==> src/rtl/mc_ctrl_if.sv <==
// Control bundle between mc_ctrl_fsm and the datapath/memory.
// master = control unit, slave = datapath side.
interface mc_ctrl_if #(
   parameter int D_WIDTH = 32
);
   logic [D_WIDTH-1:0] instr;
   logic               eq;
   logic               mem_ready;
   logic               mem_req;
   logic               irwrite;
   logic               pcwrite;
   logic               pcsrc;
   logic               alusrc;
   logic [2:0]         aluctrl;
   logic [1:0]         immsrc;
   logic               regwrite;
   logic               memwrite;
   logic               resultsrc;
   logic               illegal;

   modport master (
      input  instr, eq, mem_ready,
      output mem_req, irwrite, pcwrite, pcsrc,
      output alusrc, aluctrl, immsrc,
      output regwrite, memwrite, resultsrc,
      output illegal
   );

   modport slave (
      output instr, eq, mem_ready,
      input  mem_req, irwrite, pcwrite, pcsrc,
      input  alusrc, aluctrl, immsrc,
      input  regwrite, memwrite, resultsrc,
      input  illegal
   );
endinterface

==> src/rtl/mc_ctrl_fsm.sv <==
// Multi-cycle control FSM for the reduced RISC-V core.
// MC_CTRL_ILLEGAL_TRAP_EN: illegal opcodes halt and set sticky illegal.
module mc_ctrl_fsm #(
   parameter int D_WIDTH = 32
) (
   input  logic       clk,
   input  logic       rst_n,
   mc_ctrl_if.master  bus
);

   typedef enum logic [2:0] {
      FETCH     = 3'd0,
      DECODE    = 3'd1,
      EXECUTE   = 3'd2,
      MEM       = 3'd3,
      WRITEBACK = 3'd4
`ifdef MC_CTRL_ILLEGAL_TRAP_EN
      ,
      HALT      = 3'd5
`endif
   } state_t;

   state_t st, nxt;

   logic [D_WIDTH-1:0] ir;
   logic [6:0]         op;
   logic [2:0]         f3;
   logic [6:0]         f7;
   logic               unused_ir;

   assign ir        = bus.instr;
   assign op        = ir[6:0];
   assign f3        = ir[14:12];
   assign f7        = ir[31:25];
   assign unused_ir = ^{ir[24:15], ir[11:7]};

   logic       f7z, f7s, r_ok;
   logic [2:0] r_alu;

   assign f7z = (f7 == 7'b0000000);
   assign f7s = (f7 == 7'b0100000);

   always_comb begin
      r_ok  = 1'b1;
      r_alu = 3'b000;
      unique case (1'b1)
         f7z && f3 == 3'b000: r_alu = 3'b000;
         f7s && f3 == 3'b000: r_alu = 3'b001;
         f7z && f3 == 3'b111: r_alu = 3'b010;
         f7z && f3 == 3'b110: r_alu = 3'b011;
         f7z && f3 == 3'b010: r_alu = 3'b101;
         default:             r_ok  = 1'b0;
      endcase
   end

   logic is_r, is_addi, is_lw, is_sw;
   logic is_br, legal, taken;

   assign is_r    = (op == 7'b0110011) && r_ok;
   assign is_addi = (op == 7'b0010011)
                 && (f3 == 3'b000);
   assign is_lw   = (op == 7'b0000011)
                 && (f3 == 3'b010);
   assign is_sw   = (op == 7'b0100011)
                 && (f3 == 3'b010);
   assign is_br   = (op == 7'b1100011)
                 && (f3[2:1] == 2'b00);
   assign legal   = is_r | is_addi | is_lw
                  | is_sw | is_br;
   // f3[0] distinguishes bne from beq
   assign taken   = f3[0] ? !bus.eq : bus.eq;

   always_ff @(posedge clk or negedge rst_n) begin
      if (!rst_n) st <= FETCH;
      else        st <= nxt;
   end

   // Everything is gated by rst_n so reset silences all enables at once.
   always_comb begin
      nxt           = st;
      bus.mem_req   = 1'b0;
      bus.irwrite   = 1'b0;
      bus.pcwrite   = 1'b0;
      bus.pcsrc     = 1'b0;
      bus.alusrc    = 1'b0;
      bus.aluctrl   = 3'b000;
      bus.immsrc    = 2'b00;
      bus.regwrite  = 1'b0;
      bus.memwrite  = 1'b0;
      bus.resultsrc = 1'b0;
      if (rst_n) begin
         unique case (st)
            FETCH: begin
               bus.mem_req = 1'b1;
               if (bus.mem_ready) begin
                  bus.irwrite = 1'b1;
                  bus.pcwrite = 1'b1;
                  nxt         = DECODE;
               end
            end
            DECODE: begin
               if (is_sw)      bus.immsrc = 2'b01;
               else if (is_br) bus.immsrc = 2'b10;
               if (legal) nxt = EXECUTE;
`ifdef MC_CTRL_ILLEGAL_TRAP_EN
               else       nxt = HALT;
`else
               else       nxt = FETCH;
`endif
            end
            EXECUTE: begin
               unique case (1'b1)
                  is_r: begin
                     bus.aluctrl = r_alu;
                     nxt         = WRITEBACK;
                  end
                  is_addi: begin
                     bus.alusrc = 1'b1;
                     nxt        = WRITEBACK;
                  end
                  is_lw || is_sw: begin
                     bus.alusrc = 1'b1;
                     nxt        = MEM;
                  end
                  is_br: begin
                     bus.aluctrl = 3'b001;
                     bus.pcwrite = taken;
                     bus.pcsrc   = taken;
                     nxt         = FETCH;
                  end
                  default: nxt = FETCH;
               endcase
            end
            MEM: begin
               bus.mem_req  = 1'b1;
               bus.memwrite = is_sw;
               if (bus.mem_ready)
                  nxt = is_lw ? WRITEBACK : FETCH;
            end
            WRITEBACK: begin
               bus.regwrite  = 1'b1;
               bus.resultsrc = is_lw;
               nxt           = FETCH;
            end
`ifdef MC_CTRL_ILLEGAL_TRAP_EN
            HALT: nxt = HALT;
`endif
            default: nxt = FETCH;
         endcase
      end
   end

`ifdef MC_CTRL_ILLEGAL_TRAP_EN
   logic ill_q;

   always_ff @(posedge clk or negedge rst_n) begin
      if (!rst_n)
         ill_q <= 1'b0;
      else if (st == DECODE && !legal)
         ill_q <= 1'b1;
   end

   assign bus.illegal = ill_q;
`else
   assign bus.illegal = 1'b0;
`endif

endmodule

==> src/flat_wrapper.sv <==
// flat-port wrapper written by rule: the top's interface ports become plain ports
module mc_ctrl_fsm_flat 
#(
   parameter int D_WIDTH = 32
)
  (clk, rst_n, bus_instr, bus_eq, bus_mem_ready, bus_mem_req, bus_irwrite, bus_pcwrite, bus_pcsrc, bus_alusrc, bus_aluctrl, bus_immsrc, bus_regwrite, bus_memwrite, bus_resultsrc, bus_illegal);
  mc_ctrl_if #(.D_WIDTH(D_WIDTH)) bus_i ();
  input  logic clk;
  input  logic rst_n;
  input wire logic [$bits(bus_i.instr)-1:0] bus_instr;
  input wire logic [$bits(bus_i.eq)-1:0] bus_eq;
  input wire logic [$bits(bus_i.mem_ready)-1:0] bus_mem_ready;
  output wire logic [$bits(bus_i.mem_req)-1:0] bus_mem_req;
  output wire logic [$bits(bus_i.irwrite)-1:0] bus_irwrite;
  output wire logic [$bits(bus_i.pcwrite)-1:0] bus_pcwrite;
  output wire logic [$bits(bus_i.pcsrc)-1:0] bus_pcsrc;
  output wire logic [$bits(bus_i.alusrc)-1:0] bus_alusrc;
  output wire logic [$bits(bus_i.aluctrl)-1:0] bus_aluctrl;
  output wire logic [$bits(bus_i.immsrc)-1:0] bus_immsrc;
  output wire logic [$bits(bus_i.regwrite)-1:0] bus_regwrite;
  output wire logic [$bits(bus_i.memwrite)-1:0] bus_memwrite;
  output wire logic [$bits(bus_i.resultsrc)-1:0] bus_resultsrc;
  output wire logic [$bits(bus_i.illegal)-1:0] bus_illegal;
  assign bus_i.instr = bus_instr;
  assign bus_i.eq = bus_eq;
  assign bus_i.mem_ready = bus_mem_ready;
  assign bus_mem_req = bus_i.mem_req;
  assign bus_irwrite = bus_i.irwrite;
  assign bus_pcwrite = bus_i.pcwrite;
  assign bus_pcsrc = bus_i.pcsrc;
  assign bus_alusrc = bus_i.alusrc;
  assign bus_aluctrl = bus_i.aluctrl;
  assign bus_immsrc = bus_i.immsrc;
  assign bus_regwrite = bus_i.regwrite;
  assign bus_memwrite = bus_i.memwrite;
  assign bus_resultsrc = bus_i.resultsrc;
  assign bus_illegal = bus_i.illegal;
  mc_ctrl_fsm #(.D_WIDTH(D_WIDTH)) u_core (.clk(clk), .rst_n(rst_n), .bus(bus_i));
endmodule
==> config.mk <==
export PLATFORM = sky130hd
export DESIGN_NAME = mc_ctrl_fsm_flat
export DESIGN_NICKNAME = d
export VERILOG_FILES = /design/src/rtl/mc_ctrl_if.sv /design/src/rtl/mc_ctrl_fsm.sv /design/src/flat_wrapper.sv
export SDC_FILE = /design/constraint.sdc
export NUM_CORES = 1
export LEC_CHECK = 0
export CORE_AREA = 2 2 48 50
export DETAILED_ROUTE_END_ITERATION = 10
export DIE_AREA = 0 0 50 52
export GPL_ROUTABILITY_DRIVEN = 0
export PLACE_DENSITY_LB_ADDON = 0.15
export SETUP_SLACK_MARGIN = 0.4
export SLEW_MARGIN = 10
export SYNTH_ARGS = -nofsm -noshare
export SYNTH_HDL_FRONTEND = slang
export SYNTH_SLANG_ARGS = --single-unit
==> constraint.sdc <==
create_clock -name clk -period 1.8 [get_ports clk]
set_input_delay 0.36 -clock clk [delete_from_list [all_inputs] [get_ports clk]]
set_output_delay 0.36 -clock clk [all_outputs]
set_load 0.05 [all_outputs]
==> impl_results.md, run 1 <==
* Routed Antenna Nets at 0
* Crit path max-delay family: simple AND/OR/NAND/NOR gates
* Hold_buf cts at 0
* Slack of the critical path at -0.289 ns
* Maximum VDD drop at 207 uV
* Number of flops mapped to enable cells by yosys at 0
* Cell depth of the worst setup path at 6
* Initial core utilization at 25.5%
* Global Route Usage Sum at 18.8%
* Status: complete, but fails checks
* Fmax at 0.479 GHz
* Post-route insts no fill at 163
* Seq/Total Area, Yosys at 14.0%
* Routed vias at 802
* Total grt overflow at 0
* Routed WL per cell at 13.9 microns
* Initial drt markers at 6
* Yosys top cell by area: dfrtp_1
* Startpoint types: input port
* Initial antenna violation count at 0
* Nets at 172
* Setup Viol. Count Final at 12
* CP Max Fanout at 2
* Placed wire-length estimate at 1610 microns
* Total number of yosys warnings at 0
* Worst setup path end: bus_aluctrl[0]
* Skew-Pair Late Insertion Delay at 0.25 ns
* FP Rows at 17
* Top Registers: u_core.st x3
* Tcrit/Tclk final at 116%
* Die Height at 52 microns
* Worst path cell trace: buf_6, nand4bb_4, or3b_4, a2111o_1, a21oi_4, buf_12
* Largest net degree at the start of global routing at 9
* Most common cell after layout, fill and taps aside: buf_4
* Drt drc at 0
* Core footprint at 2110 sq um
* N_diodes at 0
* Die Wd at 50 microns
* Synth top area share at 14.0%
* DR vias/cell at 4.92
* Clock-pin slew on the worst setup and hold paths at 0.04 ns
* Most frequent cells in the layout: buf_4 (17), buf_6 (15), buf_12 (13)
* Hold Path Class: in2async
* Slew Viols, Final at 0
* Clk root buf: clkbuf_4
* Crit path required time at 1.44 ns
* CP Launch Point: bus_instr[3]
* Dpl ws at -0.678 ns
* First-pass GRT wire length at 3660 microns
* Post-layout utilization of the core at 72.5%
* CTS tree: done
* Worst R2R Setup Slack at 0.42 ns
* TritonCTS Buffers at 3
* Max reg flops at 3
* Failing checks: setup timing
* DRT Pass-1 Iters at 3
* CP endpoint kind: output port
* Die area at 2600 sq um
* PwrDens at 282 nW/um^2
* Worst EP arrival at 1.73 ns
* Synth unique cells at 35
* Clock Skew at 0.00738 ns
* Yosys reg bits at 3
* Mapped Area at 538 sq um
* Tmin final at 2.09 ns
* PortBufs at 33
* Kind of critical path: in2out
* Async S/R FF share, synth at 100%
* Reg2reg end: u_core.st[1]
* RSZ-0062 raised after global routing: yes
* Most common flop cell mapped by yosys: dfrtp_1
* Post-Synthesis Cells at 72
* Critical-path top delay cell: or3b_4
* Top reg by flops: u_core.st
* MaxCap Viol Count at 0
* Slowest stage delay, CP at 0.41 ns
* Final hold slack at 0.163 ns
* Clock sink total at 3
* Cell depth of the worst flop-to-flop path at 8
* Vias in the first global route at 838
* Static leakage at 0.620 nW
* Net count of the mapped netlist at 108
* Reg-to-reg critical path startpoint: u_core.st[2]
* Main area contributors after synthesis: dfrtp_1 (14%), nand4bb_4 (5.1%), nand3_1 (4.7%)
* Worst path bufs/invs at 2
* Routed wire length at 2270 microns
* Hold Fails Final Rpt at 0
* Max clock buf depth at 2
* Layout cells sized above 1 at 73.3%
* # H-tree levels at 1
* Syn Area/Cell at 7.47 sq um
* Placed Cells at 154
* Area growth from synthesis to final layout at 184%
* Top-level I/O count at 50
final cells by class:
type,count,area [sq um]
Clock buffer,4,26.3
Fill cell,165,578
Inverter,5,22.5
Multi-Input combinational cell,61,682
Sequential cell,3,76.3
Tap cell,28,35.0
Timing Repair Buffer,62,686
worst reg2reg max path, stage by stage (launching register included):
cell and delay (ns):
dfrtp_1 0.41, buf_6 0.13, buf_6 0.11, buf_6 0.11
buf_6 0.11, nor2_1 0.07, nor4b_2 0.21, o21ai_1 0.08
nand3_1 0.07
synth_stat cells, drive strengths merged (2+ instances only):
cell type  n
nand2      5
mux2i      2
clkbuf     2
o21ai      3
nand2b     3
nor3       4
dfrtp      3
nand3      5
nor3b      3
and3       2
nor2b      2
inv        5
o31ai      4
nor2       5
a21oi      4
or3b       2
nor4       4
power breakdown:
group          leakage, nW  switching (mW)  internal, mW  total [mW]
Sequential          0.0389         0.00282        0.0705      0.0733
Clock               0.0150          0.0460        0.0837       0.130
Combinational        0.566           0.114         0.113       0.228
Total                0.620           0.163         0.267       0.431
cells by family after synthesis:
group	Yosys count	share of synthesized area, %
and+or+nand+nor	43	54.9
AOI/OAI and AO/OA	14	18.1
buffers and inverters	8	6.28
DFF	3	14.0
muxes	2	4.42
xor gates and xnor gates	1	1.63
other	1	0.697
per-layer routing:
layer | wire (microns) | part of all wire, % | vias up | track usage [%]
met5 | 0 | 0 | - | 0
met4 | 65 | 2.9 | 0 | 6.94
met3 | 141 | 6.2 | 7 | 5.75
met2 | 1210 | 53 | 27 | 34.6
met1 | 856 | 38 | 371 | 19.9
li1 | - | - | 397 | -
how the worst min path moves through the flow:
| stage | from | to | slack (ns) | depth (start not counted) |
|---|---|---|---|---|
| floorplan | rst_n | u_core.st[0] | 0.06 | 0 |
| global placement | u_core.st[0] | u_core.st[0] | 0.61 | 2 |
| detailed placement | u_core.st[0] | u_core.st[0] | 0.64 | 2 |
| CTS | rst_n | u_core.st[1] | 0.15 | 2 |
| global route | rst_n | u_core.st[1] | 0.18 | 2 |
| finish | rst_n | u_core.st[1] | 0.16 | 2 |
what timing repair did:
item / in CTS / in global routing
setup endpoints to repair: 16 / 16
endpoints found under the hold margin: 0 / 0
pin swaps: 15 / 13
gates cloned: 0 / 0
setup buffers: 3 / 2
gates resized for setup: 77 / 25
per-stage QoR:
stage | cell area [sq um] | total power [mW] | setup TNS, ns
final | 1530 | 0.431 | -2.09
after global routing | 1530 | 0.454 | -2.84
after CTS | 1440 | 0.418 | -2.40
after detailed placement | 1280 | 0.269 | -6.65
after global placement | 1280 | 0.267 | -6.36
after floorplan | 626 | 0.154 | -1.88
Note: power is estimated with default switching activity, not from simulation.
==> run 2, diff against run 1 <==
--- a/config.mk
+++ b/config.mk
@@ -5,10 +5,12 @@
 export SDC_FILE = /design/constraint.sdc
 export NUM_CORES = 1
 export LEC_CHECK = 0
+export CAP_MARGIN = 5
 export CORE_AREA = 2 2 48 50
 export DETAILED_ROUTE_END_ITERATION = 10
 export DIE_AREA = 0 0 50 52
 export GPL_ROUTABILITY_DRIVEN = 0
+export MAX_ROUTING_LAYER = met4
 export PLACE_DENSITY_LB_ADDON = 0.15
 export SETUP_SLACK_MARGIN = 0.4
 export SLEW_MARGIN = 10
==> run 2 against run 1 <==
Net effect: sequential power about the same; the flow still finishes with violations (setup timing); via count decreased by 2.1%; non-clock buffer count decreased by 2; core utilization decreased by 2.2 points; sequential share of layout area increased by 0.16 points; largest power group unchanged.
==> impl_results.md, run 2 (synthesis results as in run 1) <==
* Routed wire length at 2200 microns
* Hold_buf cts at 0
* DRT Pass-1 Iters at 4
* FP Rows at 17
* Routed vias at 785
* Cell depth of the worst flop-to-flop path at 7
* Most common cell after layout, fill and taps aside: buf_4
* Top Registers: u_core.st x3
* Post-layout utilization of the core at 70.4%
* Top reg by flops: u_core.st
* Top-level I/O count at 50
* Kind of critical path: in2out
* PortBufs at 33
* PwrDens at 286 nW/um^2
* DR vias/cell at 4.88
* Area growth from synthesis to final layout at 175%
* TritonCTS Buffers at 3
* Clock Skew at 0.00832 ns
* Crit path required time at 1.44 ns
* Hold Path Class: in2async
* Nets at 170
* RSZ-0062 raised after global routing: yes
* Total power at 424 uW
* Placed wire-length estimate at 1610 microns
* CP Launch Point: bus_instr[3]
* Max reg flops at 3
* Setup Viol. Count Final at 10
* Max clock buf depth at 2
* Layout cells sized above 1 at 72.9%
* Fmax at 0.479 GHz
* # H-tree levels at 1
* Tcrit/Tclk final at 116%
* CTS tree: done
* Die area at 2600 sq um
* Failing checks: setup timing
* Tmin final at 2.09 ns
* Hold Fails Final Rpt at 0
* Clock sink total at 3
* Worst EP arrival at 1.73 ns
* Final hold slack at 0.160 ns
* Clk root buf: clkbuf_4
* MaxCap Viol Count at 0
* First-pass GRT wire length at 3660 microns
* Vias in the first global route at 840
* Largest net degree at the start of global routing at 9
* Reg2reg end: u_core.st[1]
* Routed WL per cell at 13.7 microns
* Clock-pin slew on the worst setup and hold paths at 0.04 ns
* Reg-to-reg critical path startpoint: u_core.st[2]
* Post-Layout Inst Area at 1480 sq um
* Die Height at 52 microns
* Area after DPL at 1280 sq um
* Slew Viols, Final at 0
* Routed Antenna Nets at 0
* Maximum VDD drop at 266 uV
* Most frequent cells in the layout: buf_4 (20), buf_12 (13), buf_6 (10)
* Dpl ws at -0.678 ns
* Slack of the critical path at -0.289 ns
* Drt drc at 0
* Global Route Usage Sum at 19.1%
* N_diodes at 0
* Skew-Pair Late Insertion Delay at 0.25 ns
* Status: complete, but fails checks
* CP endpoint kind: output port
* Initial core utilization at 25.5%
* Die Wd at 50 microns
* Initial drt markers at 6
* CP Max Fanout at 2
* Worst setup path end: bus_aluctrl[0]
* Total grt overflow at 0
* Core footprint at 2110 sq um
* Startpoint types: input port
* Initial antenna violation count at 0
* Static leakage at 0.606 nW
* Worst R2R Setup Slack at 0.48 ns
-- run 2: changes by cell type in the layout (fill, tap and decap cells not counted) --
cell | before | now
and3_2 | 0 | 1
and3_4 | 2 | 1
buf_4 | 17 | 20
buf_6 | 15 | 10
nor4_2 | 1 | 2
nor4_4 | 2 | 1
-- run 2: timing repair --
item,in CTS,in global routing
gates resized for setup,77,18
setup endpoints to repair,16,16
setup buffers,3,0
pin swaps,15,14
-- run 2: where the power goes --
part | total (mW) | switching [mW] | internal (mW) | leakage (nW)
sequential | 0.0733 | 0.00281 | 0.0705 | 0.0389
clock | 0.130 | 0.0464 | 0.0838 | 0.0150
combinational | 0.221 | 0.111 | 0.109 | 0.552
-- run 2: layout make-up --
type,count,area [sq um]
inverter,5,22.5
tap,28,35.0
multi-input combinational,61,669
sequential,3,76.3
timing repair buffer,60,652
fill,168,624
clock buffer,4,26.3
-- run 2: critical path, cell delays in order --
cell	delay, ns
buf_6	0.09
nand4bb_4	0.21
or3b_4	0.41
a2111o_1	0.34
a21oi_4	0.17
buf_12	0.15
-- run 2: stage by stage --
step,TNS [ns],std cells
floorplan,-1.88,72
finish,-2.04,161
CTS,-2.40,161
detailed placement,-6.65,154
global placement,-6.36,154
global route,-2.60,161
-- run 2: routing by layer --
layer	up-vias	track usage (%)	share of wire [%]
met2	25	34.6	53
li1	393	-	-
met3	2	4.31	5.5
met4	0	6.94	1.4
met5	-	-	0
met1	365	20.4	40
-- run 2: how the worst min path moves through the flow --
stage | startpoint | endpoint | slack [ns] | cells past startpoint
after global placement | u_core.st[0] | u_core.st[0] | 0.61 | 2
after detailed placement | u_core.st[0] | u_core.st[0] | 0.64 | 2
after global routing | rst_n | u_core.st[1] | 0.17 | 2
after floorplan | rst_n | u_core.st[0] | 0.06 | 0
final | rst_n | u_core.st[1] | 0.16 | 2
after CTS | rst_n | u_core.st[1] | 0.15 | 2
